$ cat src/rtl/cnt_event_sampler.sv
// cnt_event_sampler: samples a 4-bit counter, classifies each qualified
// transition (wrap / jump / restart) and queues non-normal transitions in a
// show-ahead FIFO drained over a valid/ready port. Saturating wrap and drop
// statistics are kept alongside.
// Optional feature macro: CNT_EVENT_SAMPLER_TIMESTAMP_EN prepends a 16-bit
// cycle timestamp to every record (evt_data widens from 10 to 26 bits).
module cnt_event_sampler #(
   parameter int unsigned DEPTH  = 4,
   parameter int unsigned STAT_W = 8
) (
   input  logic              clk,
   input  logic              rst,
   input  logic [3:0]        cnt_in,
   input  logic              cnt_valid,
   output logic              evt_valid,
   input  logic              evt_ready,
`ifdef CNT_EVENT_SAMPLER_TIMESTAMP_EN
   output logic [25:0]       evt_data,
`else
   output logic [9:0]        evt_data,
`endif
   output logic              fifo_full,
   output logic              overflow,
   output logic [STAT_W-1:0] wrap_count,
   output logic [STAT_W-1:0] drop_count
);

`ifdef CNT_EVENT_SAMPLER_TIMESTAMP_EN
   localparam int unsigned REC_W = 26;
`else
   localparam int unsigned REC_W = 10;
`endif
   localparam int unsigned AW       = $clog2(DEPTH);
   localparam logic [AW:0] FULL_OCC = (AW+1)'(DEPTH);

   typedef enum logic [0:0] {ST_INIT, ST_TRACK} state_t;
   typedef enum logic [1:0] {
      EV_NONE    = 2'b00,
      EV_WRAP    = 2'b01,
      EV_JUMP    = 2'b10,
      EV_RESTART = 2'b11
   } evt_t;

   state_t             state_q, state_d;
   logic [3:0]         prev_q, prev_d;
   logic [AW:0]        wr_ptr_q, wr_ptr_d;
   logic [AW:0]        rd_ptr_q, rd_ptr_d;
   logic [REC_W-1:0]   head_q, head_d;
   logic               valid_q, valid_d;
   logic               full_q, full_d;
   logic               ovf_q, ovf_d;
   logic [STAT_W-1:0]  wrap_q, wrap_d;
   logic [STAT_W-1:0]  drop_q, drop_d;
   logic [REC_W-1:0]   mem_q [DEPTH];
`ifdef CNT_EVENT_SAMPLER_TIMESTAMP_EN
   logic [15:0]        ts_q, ts_d;
`endif

   evt_t               evt_type;
   logic [3:0]         prev_inc;
   logic [REC_W-1:0]   rec;
   logic [AW:0]        occupancy;
   logic               full_now;
   logic               push;
   logic               pop;
   logic               push_acc;
   logic               drop;

   // State register for the INIT/TRACK tracker
   always_ff @(posedge clk) begin
      if (rst) begin
         state_q <= ST_INIT;
      end else begin
         state_q <= state_d;
      end
   end

   // Next state: the first qualified sample moves INIT to TRACK, TRACK holds
   always_comb begin
      state_d = state_q;
      if (cnt_valid) begin
         state_d = ST_TRACK;
      end
   end

   // Classification of the current sample against the previous one
   always_comb begin
      evt_type = EV_NONE;
      prev_inc = prev_q + 4'd1;
      prev_d   = prev_q;
      if (cnt_valid) begin
         prev_d = cnt_in;
         if (state_q == ST_TRACK) begin
            if (cnt_in == prev_q) begin
               evt_type = EV_NONE;
            end else if (prev_q == 4'hF && cnt_in == 4'h0) begin
               evt_type = EV_WRAP;
            end else if (cnt_in == 4'h0) begin
               evt_type = EV_RESTART;
            end else if (cnt_in == prev_inc) begin
               evt_type = EV_NONE;
            end else begin
               evt_type = EV_JUMP;
            end
         end
      end
   end

   // FIFO control, registered head lookahead and statistics next values
   always_comb begin
`ifdef CNT_EVENT_SAMPLER_TIMESTAMP_EN
      rec  = {ts_q, evt_type, prev_q, cnt_in};
      ts_d = ts_q + 16'd1;
`else
      rec  = {evt_type, prev_q, cnt_in};
`endif
      occupancy = wr_ptr_q - rd_ptr_q;
      full_now  = (occupancy == FULL_OCC);
      pop       = valid_q && evt_ready;
      push      = (evt_type != EV_NONE);
      push_acc  = push && (!full_now || pop);
      drop      = push && full_now && !pop;

      wr_ptr_d  = wr_ptr_q + {{AW{1'b0}}, push_acc};
      rd_ptr_d  = rd_ptr_q + {{AW{1'b0}}, pop};

      // The head register is preloaded with whatever sits at the new read
      // pointer; when that slot is being written this same edge (empty FIFO
      // or pop catching up with the push), the incoming record bypasses mem.
      if (wr_ptr_d == rd_ptr_d) begin
         head_d = '0;
      end else if (push_acc && (rd_ptr_d == wr_ptr_q)) begin
         head_d = rec;
      end else begin
         head_d = mem_q[rd_ptr_d[AW-1:0]];
      end

      valid_d = (wr_ptr_d != rd_ptr_d);
      full_d  = ((wr_ptr_d - rd_ptr_d) == FULL_OCC);
      ovf_d   = ovf_q | drop;

      wrap_d = wrap_q;
      if (evt_type == EV_WRAP && wrap_q != '1) begin
         wrap_d = wrap_q + STAT_W'(1);
      end
      drop_d = drop_q;
      if (drop && drop_q != '1) begin
         drop_d = drop_q + STAT_W'(1);
      end
   end

   // Datapath and statistics registers
   always_ff @(posedge clk) begin
      if (rst) begin
         prev_q   <= '0;
         wr_ptr_q <= '0;
         rd_ptr_q <= '0;
         head_q   <= '0;
         valid_q  <= 1'b0;
         full_q   <= 1'b0;
         ovf_q    <= 1'b0;
         wrap_q   <= '0;
         drop_q   <= '0;
`ifdef CNT_EVENT_SAMPLER_TIMESTAMP_EN
         ts_q     <= '0;
`endif
      end else begin
         prev_q   <= prev_d;
         wr_ptr_q <= wr_ptr_d;
         rd_ptr_q <= rd_ptr_d;
         head_q   <= head_d;
         valid_q  <= valid_d;
         full_q   <= full_d;
         ovf_q    <= ovf_d;
         wrap_q   <= wrap_d;
         drop_q   <= drop_d;
`ifdef CNT_EVENT_SAMPLER_TIMESTAMP_EN
         ts_q     <= ts_d;
`endif
      end
   end

   // Record storage; contents are don't-care until written
   always_ff @(posedge clk) begin
      if (!rst && push_acc) begin
         mem_q[wr_ptr_q[AW-1:0]] <= rec;
      end
   end

   assign evt_valid  = valid_q;
   assign evt_data   = head_q;
   assign fifo_full  = full_q;
   assign overflow   = ovf_q;
   assign wrap_count = wrap_q;
   assign drop_count = drop_q;

endmodule

$ cat config.mk
export PLATFORM = sky130hd
export DESIGN_NAME = cnt_event_sampler
export DESIGN_NICKNAME = d
export VERILOG_FILES = /design/src/rtl/cnt_event_sampler.sv
export SDC_FILE = /design/constraint.sdc
export NUM_CORES = 1
export LEC_CHECK = 0
export CAP_MARGIN = 20
export CELL_PAD_IN_SITES_DETAIL_PLACEMENT = 0
export CELL_PAD_IN_SITES_GLOBAL_PLACEMENT = 2
export CORE_MARGIN = 10
export CORE_UTILIZATION = 38
export DETAILED_ROUTE_END_ITERATION = 12
export GPL_TIMING_DRIVEN = 0
export PLACE_DENSITY_LB_ADDON = 0.1
export SYNTH_ARGS = -nofsm -noshare
export SYNTH_HDL_FRONTEND = slang
export SYNTH_SLANG_ARGS = --single-unit
$ cat constraint.sdc
create_clock -name clk -period 5.3 [get_ports clk]
set_clock_uncertainty 0.05 [all_clocks]
set_input_delay 1.06 -clock clk [delete_from_list [all_inputs] [get_ports clk]]
set_output_delay 1.06 -clock clk [all_outputs]
set_load 0.005 [all_outputs]
==> run metrics, run 1 <==
status=finished clean; worst-skew pair later-pin latency=0.36 ns; nets@finish=360; startpoint types=input pin; internal reg-to-reg setup slack=0.96 ns; min cycle time layout=4.86 ns; Num CTS Buffers=9; VDD IR max=0.119 mV; Inserted Diodes=0; vias in the first global route=2409; WS Path Type=in -> reg; worst slew pin tran=0.940 ns; ys flop type=edfxtp_1; Die Wd=118 µm; Final Hold Fails=0; final core occ=0.470; area grow syn2layout=20.0%; CP Capture Type=flop; Via Count=2336; DRC viols=0; Static Leak=1.52 nW; CP Data Required Time=5.51 ns; asr flop ratio synth=0; Seq/Total Area, Yosys=0.550; GR Overflow Total=0; worst-case clock buffer depth=2; DRT iter0 DRCs=110; Final HPWL DP=5540 µm; Yosys reg bits=80; number of H-tree levels=3; Worst-path clk slew=0.09 ns; setup ws final=0.438 ns; number of flops mapped to enable cells by yosys=40; CP Max Fanout=10; GPL Wtd Cong=0.731; Via density=4.92; Max Cap Viol=0; gr usage total=0.116; global-route wire length before repair=12800 µm; Initial Util=0.392; CTS Sinks=80; Post-Synthesis Cell Area=3640 µm²; full die area=13900 µm²; post-synth net total=315; worst slack at placement=-0.187 ns; port buffer count=34; max-slew violation count=0; yosys warns=0; DR pass1 iterations=4; Netlist cell types=45; Max Clk Rate=0.206 GHz; RSZ-0062 raised after global routing=no; Routed Antenna Nets=0; Syn Inst Count=296; Post-Route WL=7950 µm; critical path data arrival time=5.08 ns; worst rel slew slack=0.370; total negative slack=0 ns; Die H=118 µm; drt wl/cell=16.7 µm; CTS root buffer=clkbuf_8; hold bufs inserted after CTS=0; std cell rows=35; Finish-stage setup viols=0; largest net degree at the start of global routing=16; share of cells above drive strength 1=0.145; power per standard cell area=318 nW/µm²; CTS tree=built; initial antenna violation count=0; core area=9280 µm²; synthesized area per cell=12.3 µm²; IO Count=37; power consumption=1.39 mW; period utilization=0.917; worst min path class=reg -> reg
==> state kept, by name (all words and copies together) (netlist names) <==
signal and cells:
mem_q 40, evt_data 10, drop_count 8, wrap_count 8, prev_q 4, rd_ptr_q 3
wr_ptr_q 3, evt_valid 1, fifo_full 1, overflow 1, state_q 1
==> through the flow <==
stage / std cells / cell area (µm²) / hold WS, ns
6_report: 475 / 4360 / 0.426
4_1_cts: 475 / 4360 / 0.432
3_3_place_gp: 459 / 4140 / 0.402
2_1_floorplan: 296 / 3640 / 0.385
5_1_grt: 475 / 4360 / 0.482
3_5_place_dp: 459 / 4150 / 0.416
==> power by group <==
group	leakage (nW)	total (mW)	internal (mW)	switching, mW
logic	0.711	0.220	0.104	0.116
clock network	0.110	0.481	0.238	0.242
registers	0.697	0.686	0.673	0.0128
==> logic make-up after synthesis <==
| kind of cell | synth area share |
|---|---|
| and+or+nand+nor | 0.153 |
| DFF | 0.550 |
| muxes | 0.143 |
| buffers and inverters | 0.0296 |
| AOI/OAI and AO/OA | 0.0440 |
| xor gates and xnor gates | 0.0423 |
| adders and majority gates | 0.0378 |
==> layer usage <==
metal  wire [µm]  track usage  up-vias
li1            -            -     1173
met1        3700        0.140     1120
met2        3760        0.187       35
met3         380       0.0417        8
met4         104       0.0379        0
met5           0            0        -
==> synthesized netlist by cell type (all sizes together), types with 5 or more instances <==
| cell type | instances | share of area |
|---|---|---|
| dfxtp | 40 | 0.22 |
| edfxtp | 40 | 0.33 |
| nor2 | 28 | 0.031 |
| nand2 | 23 | 0.024 |
| nor2b | 15 | 0.026 |
| mux2i | 14 | 0.039 |
| mux2 | 13 | 0.042 |
| ha | 11 | 0.038 |
| xnor2 | 11 | 0.026 |
| buf | 10 | 0.016 |
| mux4 | 10 | 0.062 |
| inv | 8 | 0.0083 |
| nand3 | 8 | 0.011 |
| nor4 | 6 | 0.010 |
| a21oi | 5 | 0.0069 |
| clkbuf | 5 | 0.0052 |
==> cell type report <==
class	instances	area (µm²)
fillers	893	4920
flip-flops and latches	80	2000
multi-input cells	193	1540
repair buffers	34	340
well taps	129	161
clock buffers	10	138
plain buffers	15	77.6
clock inverters	6	72.6
inverters	8	30.0
==> placed cells by master (no fill, tap or decap), types with 3 or more instances in the layout <==
cell type,count
mux2_2,11
xnor2_1,11
edfxtp_1,40
ha_1,11
and4_1,3
nand3_1,8
a21oi_1,5
xor2_1,4
nand2b_1,3
nor2b_1,15
inv_6,3
clkbuf_8,10
nor2_1,27
nand2_1,23
nor4_1,6
clkdlybuf4s50_1,34
clkbuf_1,5
and3_1,4
mux4_2,10
inv_1,8
dfxtp_1,40
nand4_1,4
buf_1,5
or3_1,3
mux2i_1,14
==> worst paths after layout <==
check / from / end / depth (start not counted)
worst max-delay path: cnt_in[0] / evt_data[9] / 13
worst min-delay path: state_q / state_q / 2
worst max register to register: prev_q[0] / evt_data[9] / 13
worst min register to register: state_q / state_q / 2
==> worst max-delay path, stage by stage <==
cell,delay [ns]
clkdlybuf4s50_1,0.68
xnor2_1,0.13
or3_1,0.41
o31ai_2,0.51
buf_4,0.28
nor2_1,0.06
ha_1,0.20
ha_1,0.28
ha_1,0.31
a31oi_1,0.24
clkbuf_1,0.54
nand3_1,0.18
mux2i_1,0.20
==> what timing repair did <==
action,in CTS,in global routing
setup endpoints to repair,0,1
gates resized for setup,0,1
setup buffers,0,0
Note: power is estimated with default switching activity, not from simulation.
==> run 2: changes to the inputs <==
CORE_MARGIN = 4   (was 10)
CTS_BUF_LIST = sky130_fd_sc_hd__clkbuf_4 sky130_fd_sc_hd__clkbuf_8 sky130_fd_sc_hd__clkbuf_16   (was default)
==> run metrics, run 2 (synthesis results as in run 1) <==
status=finished clean (unchanged); WS Path Type=in -> reg (unchanged); hold bufs inserted after CTS=0 (unchanged); worst-skew pair later-pin latency=0.35 ns (was 0.36 ns); CP Depth=13 (unchanged); Finish-stage setup viols=0 (unchanged); Max Clk Rate=0.203 GHz (was 0.206 GHz); worst-case clock buffer depth=2 (unchanged); Via density=4.95 (was 4.92); number of H-tree levels=3 (unchanged); GR Overflow Total=0 (unchanged); DR pass1 iterations=4 (unchanged); Worst-path clk slew=0.09 ns (about the same); Initial Util=0.392 (unchanged); largest net degree at the start of global routing=16 (unchanged); CTS tree=built (unchanged); CP Data Required Time=5.51 ns (about the same); VDD IR max=0.146 mV (was 0.119 mV); CP Capture Type=flop (unchanged); # resized after CTS=0 (unchanged); global-route wire length before repair=12800 µm (about the same); RR Startpoint=prev_q[1] (was prev_q[0]); gr usage total=0.146 (was 0.116); std cell rows=35 (unchanged); Inserted Diodes=0 (unchanged); worst path cell trace=clkdlybuf4s50_1, buf_6, xor2_1, or3_1, o31ai_1, buf_4, nor2_1, ha_1, ha_1, ha_1, a31oi_1, clkbuf_1, a21boi_0 (was clkdlybuf4s50_1, xnor2_1, or3_1, o31ai_2, buf_4, nor2_1, ha_1, ha_1, ha_1, a31oi_1, clkbuf_1, nand3_1, mux2i_1); area grow syn2layout=19.6% (was 20.0%); worst slew pin tran=0.937 ns (was 0.940 ns); worst rel slew slack=0.372 (was 0.370); core area=9280 µm² (unchanged); DRT iter0 DRCs=73 (was 110); internal reg-to-reg setup slack=0.91 ns (was 0.96 ns); max reg flops=40 (unchanged); initial antenna violation count=0 (unchanged); Final HPWL DP=5330 µm (was 5540 µm); RSZ-0062 raised after global routing=no (unchanged); internal power=0.999 mW (was 1.02 mW); power per standard cell area=314 nW/µm² (was 318 nW/µm²); Net Switching=0.367 mW (was 0.371 mW); GPL Wtd Cong=0.721 (was 0.731); Final Non-Filler Cells=475 (unchanged); vias in the first global route=2462 (was 2409); period utilization=0.928 (was 0.917); DRC viols=0 (unchanged); cell repeated most along the worst path=ha_1 (unchanged); dominant delay contributor by cell family on the critical path=buffers and inverters (unchanged); CP max-delay cell=o31ai_1 (was clkdlybuf4s50_1); share of cells above drive strength 1=0.139 (was 0.145); total negative slack=0 ns (unchanged); Placed Instances=459 (unchanged); reg2reg end=evt_data[8] (was evt_data[9]); Max stage delay on crit path=0.71 ns (was 0.68 ns); Via Count=2352 (was 2336); CP Max Fanout=10 (unchanged); Routed Antenna Nets=0 (unchanged); min cycle time layout=4.92 ns (was 4.86 ns); drt wl/cell=16.3 µm (was 16.7 µm); Die H=106 µm (was 118 µm); Max Cap Viol=0 (unchanged); full die area=11200 µm² (was 13900 µm²); hold slack=0.424 ns (was 0.426 ns); Final Hold Fails=0 (unchanged); port buffer count=34 (unchanged); Logic pwr share=0.159 (about the same); Reg power frac=0.502 (was 0.495); Clk network pwr share=0.339 (was 0.347); max-slew violation count=0 (unchanged); Num CTS Buffers=9 (unchanged); Setup crit end=evt_data[8] (was evt_data[9]); Final Instance Area=4350 µm² (was 4360 µm²); CTS Sinks=80 (unchanged); nets@finish=360 (unchanged); CTS root buffer=clkbuf_8 (unchanged); sw frac=0.269 (was 0.268); final core occ=0.468 (was 0.470); Worst setup startpoint=cnt_in[1] (was cnt_in[0]); Crit path buffers/inverters=4 (was 3); Die Wd=106 µm (was 118 µm); R2R depth=12 (was 13); startpoint types=input pin (unchanged); placed inst area=4150 µm² (unchanged); Post-Route WL=7740 µm (was 7950 µm); worst min path class=reg -> reg (unchanged); Setup Buffers After CTS=0 (unchanged); commonest cells after routing, fill and taps aside=dfxtp_1 (40), edfxtp_1 (40), clkdlybuf4s50_1 (34) (unchanged); critical path data arrival time=5.13 ns (was 5.08 ns); IO Count=37 (unchanged); Static Leak=1.51 nW (was 1.52 nW)
-- run 2: cell count changes in the layout (fill, tap and decap cells not counted) --
cell        before  now
o31ai_1          2    3
clkinv_1         0    1
clkinvlp_4       0    1
o31ai_2          1    0
clkinv_4         0    1
clkbuf_8        10    9
inv_8            1    0
clkinv_2         1    0
-- run 2: worst min-delay path by stage --
| stage | from | end | slack [ns] | cells past startpoint |
|---|---|---|---|---|
| floorplan | state_q | state_q | 0.38 | 2 |
| global placement | state_q | state_q | 0.40 | 2 |
| detailed placement | state_q | state_q | 0.41 | 2 |
| CTS | state_q | state_q | 0.43 | 2 |
| global route | state_q | state_q | 0.44 | 2 |
| finish | state_q | state_q | 0.42 | 2 |
-- run 2: routing by layer --
layer,up-vias,track usage,part of all wire
li1,1175,-,-
met1,1130,0.191,0.48
met2,41,0.244,0.48
met3,6,0.0374,0.035
met4,0,0.0333,0.0076
met5,-,0,0
-- run 2: final cells by class --
class / count / area (µm²)
plain buffers: 15 / 77.6
clock buffers: 9 / 124
clock inverters: 7 / 76.3
fillers: 908 / 4930
inverters: 8 / 30.0
multi-input cells: 193 / 1540
flip-flops and latches: 80 / 2000
well taps: 129 / 161
repair buffers: 34 / 340
-- run 2: power groups by stage --
stage,logic [mW],clock network (mW),registers [mW]
floorplan,0.139,0,0.700
global placement,0.220,0,0.700
detailed placement,0.222,0,0.701
CTS,0.223,0.476,0.687
global route,0.241,0.501,0.690
finish,0.217,0.463,0.686
-- run 2: worst reg2reg max path, delay by kind of cell (launching register included) --
kind	cells	cell delay, ns
flops	1	0.54
simple gates	2	0.45
compound gates	3	1.22
fa+ha+maj	4	1.10
buf+inv	2	0.80
xor+xnor	1	0.14
-- run 2: stage by stage --
| step | setup slack, ns | total power, mW |
|---|---|---|
| 4_1_cts | 0.286 | 1.39 |
| 2_1_floorplan | 1.27 | 0.839 |
| 6_report | 0.380 | 1.37 |
| 5_1_grt | 0.171 | 1.43 |
| 3_5_place_dp | -0.0710 | 0.923 |
| 3_3_place_gp | -0.113 | 0.920 |
==> run 3: changes to the inputs <==
SETUP_SLACK_MARGIN = 0.05   (was default)
==> results of run 3 <==
The final DEF is identical to that of run 2; final timing and power are the same.
